===== src/rtl/riscv_regfile_wb_arbiter.sv =====
// riscv_regfile_wb_arbiter
// Shares the single integer regfile write port between two writeback sources:
// the ALU/EX result (port A, priority) and the LSU load result (port B).
// A starvation counter forces a B grant after STARVE_MAX consecutive A grants
// while B is waiting. A pending-write scoreboard answers rs1/rs2 RAW queries.
// Optional feature macro: WBARB_BYPASS_EN. When it is defined, the registered
// write is forwarded to the issue stage and clears busy one cycle early.
`timescale 1ns/1ps
module riscv_regfile_wb_arbiter #(
  parameter int XLEN       = 32,
  parameter int STARVE_MAX = 3
) (
  input  logic            i_wbarb_clk,
  input  logic            i_wbarb_rst,
  input  logic            i_wbarb_a_valid,
  output logic            o_wbarb_a_ready,
  input  logic [4:0]      i_wbarb_a_addr,
  input  logic [XLEN-1:0] i_wbarb_a_data,
  input  logic            i_wbarb_b_valid,
  output logic            o_wbarb_b_ready,
  input  logic [4:0]      i_wbarb_b_addr,
  input  logic [XLEN-1:0] i_wbarb_b_data,
  input  logic            i_wbarb_issue_valid,
  input  logic [4:0]      i_wbarb_issue_rd,
  input  logic [4:0]      i_wbarb_rs1_addr,
  input  logic [4:0]      i_wbarb_rs2_addr,
  output logic            o_wbarb_rs1_busy,
  output logic            o_wbarb_rs2_busy,
  output logic [31:0]     o_wbarb_pending,
  output logic            o_wbarb_wen,
  output logic [4:0]      o_wbarb_wr_addr,
  output logic [XLEN-1:0] o_wbarb_wr_data,
  output logic            o_wbarb_rs1_fwd_valid,
  output logic [XLEN-1:0] o_wbarb_rs1_fwd_data,
  output logic            o_wbarb_rs2_fwd_valid,
  output logic [XLEN-1:0] o_wbarb_rs2_fwd_data
);

  localparam logic [3:0] STARVE_LIM = 4'(STARVE_MAX);

  logic [3:0]      starve_cnt;
  logic            grant_a;
  logic            grant_b;
  logic            xfer;
  logic [4:0]      sel_addr;
  logic [XLEN-1:0] sel_data;
  logic            wen;
  logic [4:0]      wr_addr;
  logic [XLEN-1:0] wr_data;
  logic [31:0]     pending;
  logic [31:0]     clr_mask;
  logic [31:0]     set_mask;
  logic [31:0]     pending_next;
  logic            rs1_fwd;
  logic            rs2_fwd;

  // Fixed-priority grant with starvation override; B wins only when A is idle or B has waited too long
  always_comb begin
    grant_a = 1'b0;
    grant_b = 1'b0;
    if (i_wbarb_b_valid && (!i_wbarb_a_valid || (starve_cnt == STARVE_LIM))) begin
      grant_b = 1'b1;
    end else if (i_wbarb_a_valid) begin
      grant_a = 1'b1;
    end else begin
      grant_a = 1'b0;
      grant_b = 1'b0;
    end
  end

  assign o_wbarb_a_ready = grant_a;
  assign o_wbarb_b_ready = grant_b;

  // Mux the granted request toward the write register
  always_comb begin
    xfer     = grant_a | grant_b;
    sel_addr = 5'd0;
    sel_data = '0;
    if (grant_b) begin
      sel_addr = i_wbarb_b_addr;
      sel_data = i_wbarb_b_data;
    end else if (grant_a) begin
      sel_addr = i_wbarb_a_addr;
      sel_data = i_wbarb_a_data;
    end else begin
      sel_addr = 5'd0;
      sel_data = '0;
    end
  end

  // Starvation counter: counts A grants that leave a valid B waiting, saturating at the limit
  always_ff @(posedge i_wbarb_clk or posedge i_wbarb_rst) begin
    if (i_wbarb_rst) begin
      starve_cnt <= 4'd0;
    end else if (grant_b || !i_wbarb_b_valid) begin
      starve_cnt <= 4'd0;
    end else if (grant_a && (starve_cnt != STARVE_LIM)) begin
      starve_cnt <= starve_cnt + 4'd1;
    end else begin
      starve_cnt <= starve_cnt;
    end
  end

  // Registered regfile write; x0 transfers are swallowed and leave addr/data untouched
  always_ff @(posedge i_wbarb_clk or posedge i_wbarb_rst) begin
    if (i_wbarb_rst) begin
      wen     <= 1'b0;
      wr_addr <= 5'd0;
      wr_data <= '0;
    end else if (xfer && (sel_addr != 5'd0)) begin
      wen     <= 1'b1;
      wr_addr <= sel_addr;
      wr_data <= sel_data;
    end else begin
      wen     <= 1'b0;
      wr_addr <= wr_addr;
      wr_data <= wr_data;
    end
  end

  // Scoreboard update: clear on the regfile capture edge, then set on issue so a same-edge set wins
  always_comb begin
    clr_mask     = wen ? (32'd1 << wr_addr) : 32'd0;
    set_mask     = (i_wbarb_issue_valid && (i_wbarb_issue_rd != 5'd0)) ? (32'd1 << i_wbarb_issue_rd) : 32'd0;
    pending_next = ((pending & ~clr_mask) | set_mask) & ~32'd1;
  end

  // Pending-write vector register
  always_ff @(posedge i_wbarb_clk or posedge i_wbarb_rst) begin
    if (i_wbarb_rst) begin
      pending <= 32'd0;
    end else begin
      pending <= pending_next;
    end
  end

  assign o_wbarb_pending = pending;
  assign o_wbarb_wen     = wen;
  assign o_wbarb_wr_addr = wr_addr;
  assign o_wbarb_wr_data = wr_data;

`ifdef WBARB_BYPASS_EN
  assign rs1_fwd = wen && (wr_addr == i_wbarb_rs1_addr) && (i_wbarb_rs1_addr != 5'd0);
  assign rs2_fwd = wen && (wr_addr == i_wbarb_rs2_addr) && (i_wbarb_rs2_addr != 5'd0);
  assign o_wbarb_rs1_fwd_data = wr_data;
  assign o_wbarb_rs2_fwd_data = wr_data;
`else
  assign rs1_fwd = 1'b0;
  assign rs2_fwd = 1'b0;
  assign o_wbarb_rs1_fwd_data = '0;
  assign o_wbarb_rs2_fwd_data = '0;
`endif

  assign o_wbarb_rs1_fwd_valid = rs1_fwd;
  assign o_wbarb_rs2_fwd_valid = rs2_fwd;
  // A forwarded operand no longer has to wait for the regfile
  assign o_wbarb_rs1_busy = pending[i_wbarb_rs1_addr] & ~rs1_fwd;
  assign o_wbarb_rs2_busy = pending[i_wbarb_rs2_addr] & ~rs2_fwd;

endmodule

===== config.mk =====
export PLATFORM = sky130hd
export DESIGN_NAME = riscv_regfile_wb_arbiter
export DESIGN_NICKNAME = d
export VERILOG_FILES = /design/src/rtl/riscv_regfile_wb_arbiter.sv
export SDC_FILE = /design/constraint.sdc
export NUM_CORES = 1
export LEC_CHECK = 0
export ABC_AREA = 0
export CORE_MARGIN = 3
export CORE_UTILIZATION = 40
export DETAILED_ROUTE_END_ITERATION = 10
export PLACE_DENSITY = 0.81
export SLEW_MARGIN = 20
export SYNTH_ARGS = -nofsm -noshare
export SYNTH_HDL_FRONTEND = slang
export SYNTH_SLANG_ARGS = --single-unit

===== constraint.sdc =====
create_clock -name i_wbarb_clk -period 7.24 [get_ports i_wbarb_clk]
set_clock_uncertainty 0.1 [all_clocks]
set_input_delay 1.448 -clock i_wbarb_clk [delete_from_list [all_inputs] [get_ports i_wbarb_clk]]
set_output_delay 1.448 -clock i_wbarb_clk [all_outputs]
set_load 0.01 [all_outputs]

# ---- After elaboration in Yosys (flattened, before gate mapping)
# Cells that the tools add are included.
dict set report classes {
  n_addsub 1
  magnitude_cmp 2
  n_eq_ne 2
  shift 2
  n_mux 16
  n_bitwise 4
  n_reduce_logical 11
}
# operator n
set ops {}
lappend ops {{32-bit 2-to-1 mux} 4}
lappend ops {{1-bit by 5-bit << shifter with 32-bit output (first input constant)} 2}
lappend ops {{32-bit bitwise AND} 1}
lappend ops {{32-bit inverter} 1}
lappend ops {{32-bit bitwise OR} 1}
lappend ops {{5-bit by 6-bit < comparator with 1-bit output (second input constant)} 2}
lappend ops {{1-bit binary-select mux with 5-bit select} 2}
lappend ops {{5-bit 2-to-1 mux} 2}
lappend ops {{5-bit nonzero test} 2}
lappend ops {{4-bit 2-to-1 mux} 2}
lappend ops {{1-bit 2-to-1 mux} 6}
lappend ops {{4-bit by 1-bit adder with 4-bit output (second input constant)} 1}
lappend ops {{4-bit by 2-bit equality test with 1-bit output (second input constant)} 1}
lappend ops {{1-bit logical AND} 4}
lappend ops {{4-bit by 2-bit != test with 1-bit output (second input constant)} 1}
lappend ops {{1-bit logical NOT} 2}
lappend ops {{1-bit logical OR} 2}
lappend ops {{2-bit nonzero test} 1}
lappend ops {{1-bit bitwise OR} 1}
dict set report word_totals {
  regBits 73
  inputBits 94
  out_inout_bits 140
  word_cells 43
}

# ---- Depth between registers and ports, before layout
# Gate-level depths: netlist of run 1.
dict set report depth {
  ltp_word 9
  mapped_depth 8
  ltp_nobuf 6
}

# ---- Worst setup path before layout of run 1
# OpenSTA, ideal clock, no wires.
dict set report synth_timing {
  path_type {input to output}
  start {input port i_wbarb_rs1_addr[0]}
  end {output port o_wbarb_rs1_busy}
  t_arrival_ns 2.828
  required_time_ns 5.692
  setup_slack_ns 2.864
  stages 5
  n_path_buf 1
  path_cell_list {buf_6 -> mux4_1 -> mux2i_1 -> nor3b_1 -> or4_1}
}
dict set report synth_via {
  elab_chain_len 2
}
# element line
set synth_rtl {}
lappend synth_rtl {{from (decl)} 25} ;# input logic [4:0] i_wbarb_rs1_addr,
lappend synth_rtl {{1-bit binary-select mux with 5-bit select} 157} ;# assign o_wbarb_rs1_busy = pending[i_wbarb_rs1_addr] & ~rs1_fwd;
lappend synth_rtl {{1-bit 2-to-1 mux (not written as such)} 157}
lappend synth_rtl {{to (decl)} 27} ;# output logic o_wbarb_rs1_busy,
# Every way passes these cells. The select of a mux whose other input is x is not followed.

# ---- Final worst setup path of run 1
dict set report layout_timing {
  start {input port i_wbarb_rs1_addr[1]}
  end {output port o_wbarb_rs1_busy}
}
# Same word-level chain as after synthesis.

==> results of run 1 <==
-- cell type report --
| type | instances | area, sq um | area share [%] |
|---|---|---|---|
| inverter | 12 | 45.04 | 0.7019 |
| sequential | 73 | 1827 | 28.47 |
| multi-input combinational | 366 | 2395 | 37.32 |
| timing repair buffer | 170 | 1687 | 26.28 |
| tap | 140 | 175.2 | 2.730 |
| clock buffer | 11 | 232.7 | 3.626 |
| clock inverter | 5 | 56.30 | 0.8774 |
-- cell usage in the layout (no fill, tap or decap), drive strengths merged, types with 5 or more instances in the layout --
cell,count
nand3,14
o21ai,97
buf,5
inv,12
clkdlybuf4s50,165
clkbuf,11
o211ai,32
nand3b,5
nor2,10
nor2b,10
dfrtp,73
mux2,36
nand2,36
conb,67
mux4,10
-- per-stage QoR --
| step | hold WS [ps] | util, % | std cells | setup WS, ps |
|---|---|---|---|---|
| 6_report | 378.2 | 57.68 | 777 | 1621 |
| 3_3_place_gp | 346.1 | 55.13 | 761 | 1632 |
| 5_1_grt | 401.3 | 57.68 | 777 | 1486 |
| 2_1_floorplan | 331.9 | - | 546 | 2864 |
| 4_1_cts | 386.8 | 57.68 | 777 | 1608 |
| 3_5_place_dp | 379.0 | 55.08 | 761 | 1623 |
-- power groups by stage --
stage               Sequential (mW)  Combinational [mW]  Clock [mW]
detailed placement            0.649               0.574           0
global placement              0.648               0.561           0
global route                  0.652               0.631       0.460
finish                        0.645               0.577       0.430
floorplan                     0.629               0.245           0
CTS                           0.643               0.578       0.438
-- sequential cells by signal, indices dropped and copies added (netlist names) --
signal           count
o_wbarb_pending     31
o_wbarb_wen          1
o_wbarb_wr_addr      5
o_wbarb_wr_data     32
starve_cnt           4
-- cells by family (layout without fill, tap and decap cells) --
family                     after synthesis  after routing  share of synthesized area, %
buffers and inverters                  107            198                         15.19
DFF                                     73             73                         39.17
and+or+nand+nor                         97             97                         10.92
xor gates and xnor gates                 2              2                        0.3757
muxes                                   48             48                         14.76
adders and majority gates                1              1                        0.2683
AOI/OAI and AO/OA                      151            151                         19.24
other                                    1             67                       0.08042
-- worst reg2reg max path, stage by stage (launching register included) --
cell and delay (ps):
sky130_fd_sc_hd__dfrtp_1 370, sky130_fd_sc_hd__ha_1 220, sky130_fd_sc_hd__nor3b_4 190, sky130_fd_sc_hd__buf_4 370, sky130_fd_sc_hd__o21ai_1 230, sky130_fd_sc_hd__o2bb2ai_4 890, sky130_fd_sc_hd__mux2_2 460
-- how the worst max path moves through the flow --
| stage | startpoint | end | slack [ps] |
|---|---|---|---|
| 2_1_floorplan | i_wbarb_rs1_addr[0] | o_wbarb_rs1_busy | 2860 |
| 3_3_place_gp | i_wbarb_rs2_addr[1] | o_wbarb_rs2_busy | 1630 |
| 3_5_place_dp | i_wbarb_rs2_addr[1] | o_wbarb_rs2_busy | 1620 |
| 4_1_cts | i_wbarb_rs1_addr[1] | o_wbarb_rs1_busy | 1610 |
| 5_1_grt | i_wbarb_rs2_addr[1] | o_wbarb_rs2_busy | 1490 |
| 6_report | i_wbarb_rs1_addr[1] | o_wbarb_rs1_busy | 1620 |
-- metal layers --
layer	wire length (microns)	vias up	global-route usage, %
met1	5915	2113	30.40
met3	1736	14	5.889
li1	-	1929	-
met5	0	-	0
met4	193	0	6.255
met2	7097	304	36.30
==> insert_results.sql, run 1 <==
INSERT INTO impl_metrics (metric_group, metric, value, unit) VALUES
('setup_path', 'path_max_fanout', '13', ''),
('layout', 'drive_gt1_share', '7.535', '%'),
('drt', 'route.antenna.remaining_nets', '0', ''),
('setup_path', 'timing.critical_path.cells', 'clkdlybuf4s50_1 > mux4_1 > nor2b_1 > nor4_1 > or4_1 > clkdlybuf4s50_1', ''),
('floorplanning', 'core_area', '0.01113', 'sq mm'),
('synth', 'synth_ff_type', 'sky130_fd_sc_hd__dfrtp_1', ''),
('drt', 'via_per_inst', '5.611', ''),
('power_and_ir_drop', 'power_density', '257.6', 'mW/mm^2'),
('clocking', 'clk_pin_slew_worst_paths', '60', 'ps'),
('setup_path', 'required', '5690', 'ps'),
('setup_path', 'startpoint_type', 'primary input', ''),
('setup_path', 'regToRegSetupSlack', '4290', 'ps'),
('power_and_ir_drop', 'power_switching_share', '33.17', '%'),
('synth', 'synth_top_cells_by_count', 'sky130_fd_sc_hd__o21ai_0, sky130_fd_sc_hd__dfrtp_1, sky130_fd_sc_hd__buf_4', ''),
('synth', 'synth_top_cell_by_area', 'sky130_fd_sc_hd__dfrtp_1', ''),
('power_and_ir_drop', 'ir_worst_vdd', '135.5', 'uV'),
('setup_path', 'cpPeakStageDelay', '790', 'ps'),
('sta', 'achievable-frequency', '178.0', 'MHz'),
('global_route', 'grt_first_pass_wirelength', '23070', 'microns'),
('setup_path', 'r2r-start', 'starve_cnt[0]', ''),
('power_and_ir_drop', 'internal_power', '1.105', 'mW'),
('synth', 'synthesis.area_per_instance', '9.715', 'sq um'),
('clocking', 'cts_tree', 'yes', ''),
('synth', 'yosysSeqAreaShare', '39.17', '%'),
('clocking', 'postCtsSetupRepairBufs', '0', ''),
('layout', 'fin_area', '0.006417', 'sq mm'),
('synth', 'yosysWarningCount', '0', ''),
('sta', 'min_period_over_period', '77.61', '%'),
('min_path', 'timing.hold.worst_endpoint', 'starve_cnt[0]', ''),
('sta', 'maxSlewHeadroom', '29.44', '%'),
('drt', 'drt_first_iter_violations', '321', ''),
('drt', 'finalWirelength', '14940', 'microns'),
('sta', 'finalHoldViolCount', '0', ''),
('clocking', 'numCtsBuffers', '9', ''),
('global_route', 'antenna_found_initial', '0', ''),
('power_and_ir_drop', 'total_power_after_layout', '1.653', 'mW'),
('sta', 'setup-violations-final', '0', ''),
('global_route', 'vias_in_the_first_global_route', '4292', ''),
('setup_path', 'crit_path_buffers_inverters', '2', ''),
('layout', 'antenna_diode_count', '0', ''),
('floorplanning', 'die-area', '0.01299', 'sq mm'),
('floorplanning', 'die_y', '114.0', 'microns'),
('setup_path', 'critPathKind', 'primary input to primary output', ''),
('clocking', 'cts-root-buf', 'sky130_fd_sc_hd__clkbuf_16', ''),
('placed_design', 'portBuffers', '166', ''),
('synth', 'yosys-top-cells-area', 'sky130_fd_sc_hd__dfrtp_1, sky130_fd_sc_hd__buf_4, sky130_fd_sc_hd__o21ai_0', ''),
('synth', 'postSynthCellCount', '480', ''),
('synth', 'ys_types', '45', ''),
('clocking', 'insertion_delay', '330', 'ps'),
('layout', 'layout.filler_cells', '956', ''),
('setup_path', 'cp_slowest_cell', 'sky130_fd_sc_hd__clkdlybuf4s50_1', ''),
('setup_path', 'end_kind', 'primary output', ''),
('drt', 'dr.pass1.iters', '5', ''),
('run_status', 'run_status', 'finished, final reports clean', ''),
('placed_design', 'gp_congestion', '0.9854', ''),
('global_route', 'total_global_route_track_usage', '22.62', '%'),
('drt', 'average_routed_wire_per_standard_cell', '19.23', 'microns'),
('floorplanning', 'core.rowCount', '38', ''),
('synth', 'synth.ff_latch_count', '73', ''),
('sta', 'final_max_slew_viol_count', '0', ''),
('setup_path', 'timing.rr.end', 'o_wbarb_wr_data[8]', ''),
('power_and_ir_drop', 'cellLeakagePower', '2.615', 'nW'),
('clocking', 'tritoncts_num_sinks', '73', ''),
('layout', 'syn_to_final_growth', '37.62', '%'),
('synth', 'async_flop_share', '100.0', '%'),
('floorplanning', 'fp.dieW', '114.0', 'microns'),
('clocking', 'post_cts_hold_buffers', '0', ''),
('floorplanning', 'starting_utilization_of_the_core_area', '41.91', '%'),
('power_and_ir_drop', 'p_clk_share', '26.0', '%'),
('synth', 'yosys.area.top_type_share', '39.17', '%'),
('clocking', 'cts_resized', '0', '');
(Power assumes the default switching activity.)
==> run 2: changes to the inputs <==
clock period = 5.5 ns   (was 7.24 ns; I/O delays follow)
==> insert_results.sql, run 2 (same netlist as run 1, synthesis figures left out) <==
INSERT INTO impl_metrics (metric_group, metric, value, unit) VALUES
('run_status', 'run_status', 'finished, final reports clean', ''),
('clocking', 'cts_resized', '0', ''),
('layout', 'fin_area', '0.006534', 'sq mm'),
('setup_path', 'required', '4300', 'ps'),
('placed_design', 'dp.cells', '762', ''),
('sta', 'min_period_over_period', '89.88', '%'),
('setup_path', 'cpLargestDelayFamily', 'buffers and inverters', ''),
('sta', 'achievable-frequency', '202.3', 'MHz'),
('setup_path', 'crit_path_buffers_inverters', '2', ''),
('power_and_ir_drop', 'ir_worst_vdd', '178.9', 'uV'),
('layout', 'largest_reg_flops', '32', ''),
('floorplanning', 'core_area', '0.01113', 'sq mm'),
('placed_design', 'gp_congestion', '0.9656', ''),
('setup_path', 'startpoint_type', 'primary input', ''),
('global_route', 'total_global_route_track_usage', '22.41', '%'),
('layout', 'final_stage_net_count', '728', ''),
('setup_path', 'critical_path.most_common_cell', 'sky130_fd_sc_hd__clkdlybuf4s50_1', ''),
('sta', 'setup_tns', '0', 'ps'),
('sta', 'finalHoldViolCount', '0', ''),
('layout', 'antenna_diode_count', '0', ''),
('global_route', 'vias_in_the_first_global_route', '4258', ''),
('floorplanning', 'die_y', '114.0', 'microns'),
('setup_path', 'path_max_fanout', '13', ''),
('min_path', 'worstHoldPathType', 'flip-flop to flip-flop', ''),
('setup_path', 'cp_slowest_cell', 'sky130_fd_sc_hd__clkdlybuf4s50_1', ''),
('setup_path', 'timing.critical_path.cells', 'clkdlybuf4s50_1 > mux4_1 > nor2b_1 > nor4_1 > or4_1 > clkdlybuf4s50_1', ''),
('setup_path', 'cp.depth', '6', ''),
('clocking', 'tritoncts_num_sinks', '73', ''),
('floorplanning', 'starting_utilization_of_the_core_area', '41.91', '%'),
('sta', 'maxSlewHeadroom', '31.58', '%'),
('global_route', 'grt_first_pass_wirelength', '23010', 'microns'),
('clocking', 'clk_pin_slew_worst_paths', '60', 'ps'),
('setup_path', 'end_kind', 'primary output', ''),
('clocking', 'post_cts_hold_buffers', '0', ''),
('drt', 'finalWirelength', '14700', 'microns'),
('drt', 'remaining_drc_errors', '0', ''),
('sta', 'layout_min_cycle_time', '4943', 'ps'),
('layout', 'drive_gt1_share', '7.680', '%'),
('layout', 'final_common_cell', 'sky130_fd_sc_hd__clkdlybuf4s50_1', ''),
('floorplanning', 'die-area', '0.01299', 'sq mm'),
('setup_path', 'worst_r2r_path_depth', '6', ''),
('sta', 'final_max_slew_viol_count', '0', ''),
('clocking', 'htree_num_levels', '3', ''),
('min_path', 'hold_path.startpoint', 'starve_cnt[0]', ''),
('setup_path', 'launching_instance_or_port_of_the_critical_path', 'i_wbarb_rs1_addr[1]', ''),
('job', 'drv_cap', '0', ''),
('drt', 'route.antenna.remaining_nets', '0', ''),
('clocking', 'cts_tree', 'yes', ''),
('placed_design', 'area_of_placed_instances', '0.006141', 'sq mm'),
('clocking', 'cts.path.max_buffers', '2', ''),
('floorplanning', 'top_level_ports', '234', ''),
('drt', 'drt_first_iter_violations', '285', ''),
('layout', 'syn_to_final_growth', '40.11', '%'),
('drt', 'dr.pass1.iters', '5', ''),
('setup_path', 'timing.critical_path.arrival', '3740', 'ps'),
('global_route', 'antenna_found_initial', '0', ''),
('power_and_ir_drop', 'cellLeakagePower', '2.670', 'nW'),
('sta', 'worst-slew-pin-transition', '1025', 'ps'),
('floorplanning', 'core.rowCount', '38', ''),
('clocking', 'numCtsBuffers', '9', ''),
('placed_design', 'portBuffers', '166', ''),
('floorplanning', 'fp.dieW', '114.0', 'microns'),
('drt', 'via_per_inst', '5.505', ''),
('drt', 'average_routed_wire_per_standard_cell', '18.89', 'microns'),
('setup_path', 'cpPeakStageDelay', '800', 'ps'),
('placed_design', 'place_hpwl', '11300', 'microns'),
('setup_path', 'r2r-start', 'starve_cnt[0]', ''),
('clocking', 'insertion_delay', '330', 'ps'),
('global_route', 'grt_start_max_net_pins', '56', ''),
('clocking', 'cts-root-buf', 'sky130_fd_sc_hd__clkbuf_16', ''),
('setup_path', 'critPathKind', 'primary input to primary output', ''),
('sta', 'grt_setup_unrepaired', 'false', ''),
('sta', 'setup-violations-final', '0', ''),
('global_route', 'globalRoute.totalOverflow', '0', ''),
('power_and_ir_drop', 'power_density', '363.7', 'mW/mm^2'),
('drt', 'vias_after_detailed_routing', '4283', ''),
('min_path', 'hold_path_depth', '1', ''),
('clocking', 'postCtsSetupRepairBufs', '0', ''),
('layout', 'mostFrequentLayoutCells', 'sky130_fd_sc_hd__clkdlybuf4s50_1, sky130_fd_sc_hd__o21ai_0, sky130_fd_sc_hd__dfrtp_1', ''),
('layout', 'post_layout_nonfiller_instances', '778', '');
[run 2: through the flow]
| stage | setup slack (ps) | power (mW) | utilization, % | hold WS (ps) |
|---|---|---|---|---|
| 2_1_floorplan | 1820 | 1.150 | - | 331.9 |
| 3_5_place_dp | 565.3 | 1.612 | 55.20 | 368.5 |
| 6_report | 556.6 | 2.377 | 58.73 | 369.5 |
| 4_1_cts | 561.4 | 2.380 | 58.73 | 373.9 |
| 5_1_grt | 430.5 | 2.480 | 58.73 | 402.1 |
| 3_3_place_gp | 568.9 | 1.594 | 55.20 | 348.9 |
[run 2: area by class of cell]
type,count,area (sq um)
clock buffer,11,242.7
clock inverter,5,150.1
fill,947,4592
inverter,12,45.04
multi-input combinational,366,2395
sequential,73,1827
tap,140,175.2
timing repair buffer,171,1699
[run 2: routing by layer]
| layer | GRT usage (%) | vias up | share of wire (%) |
|---|---|---|---|
| met2 | 34.31 | 315 | 46 |
| met3 | 6.154 | 18 | 12 |
| met4 | 6.176 | 0 | 1.7 |
| met5 | 0 | - | 0 |
| met1 | 31.34 | 2022 | 41 |
| li1 | - | 1928 | - |
[run 2: worst reg2reg max path, cell delays in order (launching register included)]
cell                        delay (ps)
sky130_fd_sc_hd__dfrtp_1           370
sky130_fd_sc_hd__ha_1              220
sky130_fd_sc_hd__nor3b_4           200
sky130_fd_sc_hd__buf_4             370
sky130_fd_sc_hd__o21ai_1           220
sky130_fd_sc_hd__o2bb2ai_4         890
sky130_fd_sc_hd__mux2_2            430
[run 2: report_power, final]
group | internal (mW) | switching [mW]
clock | 0.547 | 0.217
combinational | 0.436 | 0.322
sequential | 0.669 | 0.185
[run 2: final timing paths]
path	slack, ps	end
hold reg to reg	370	starve_cnt[0]
hold / removal	370	starve_cnt[0]
max in group asynchronous	3290	o_wbarb_wr_data[19]
min in group asynchronous	990	o_wbarb_wr_data[7]
setup reg to reg	2580	o_wbarb_wr_data[10]
setup / recovery	560	o_wbarb_rs1_busy
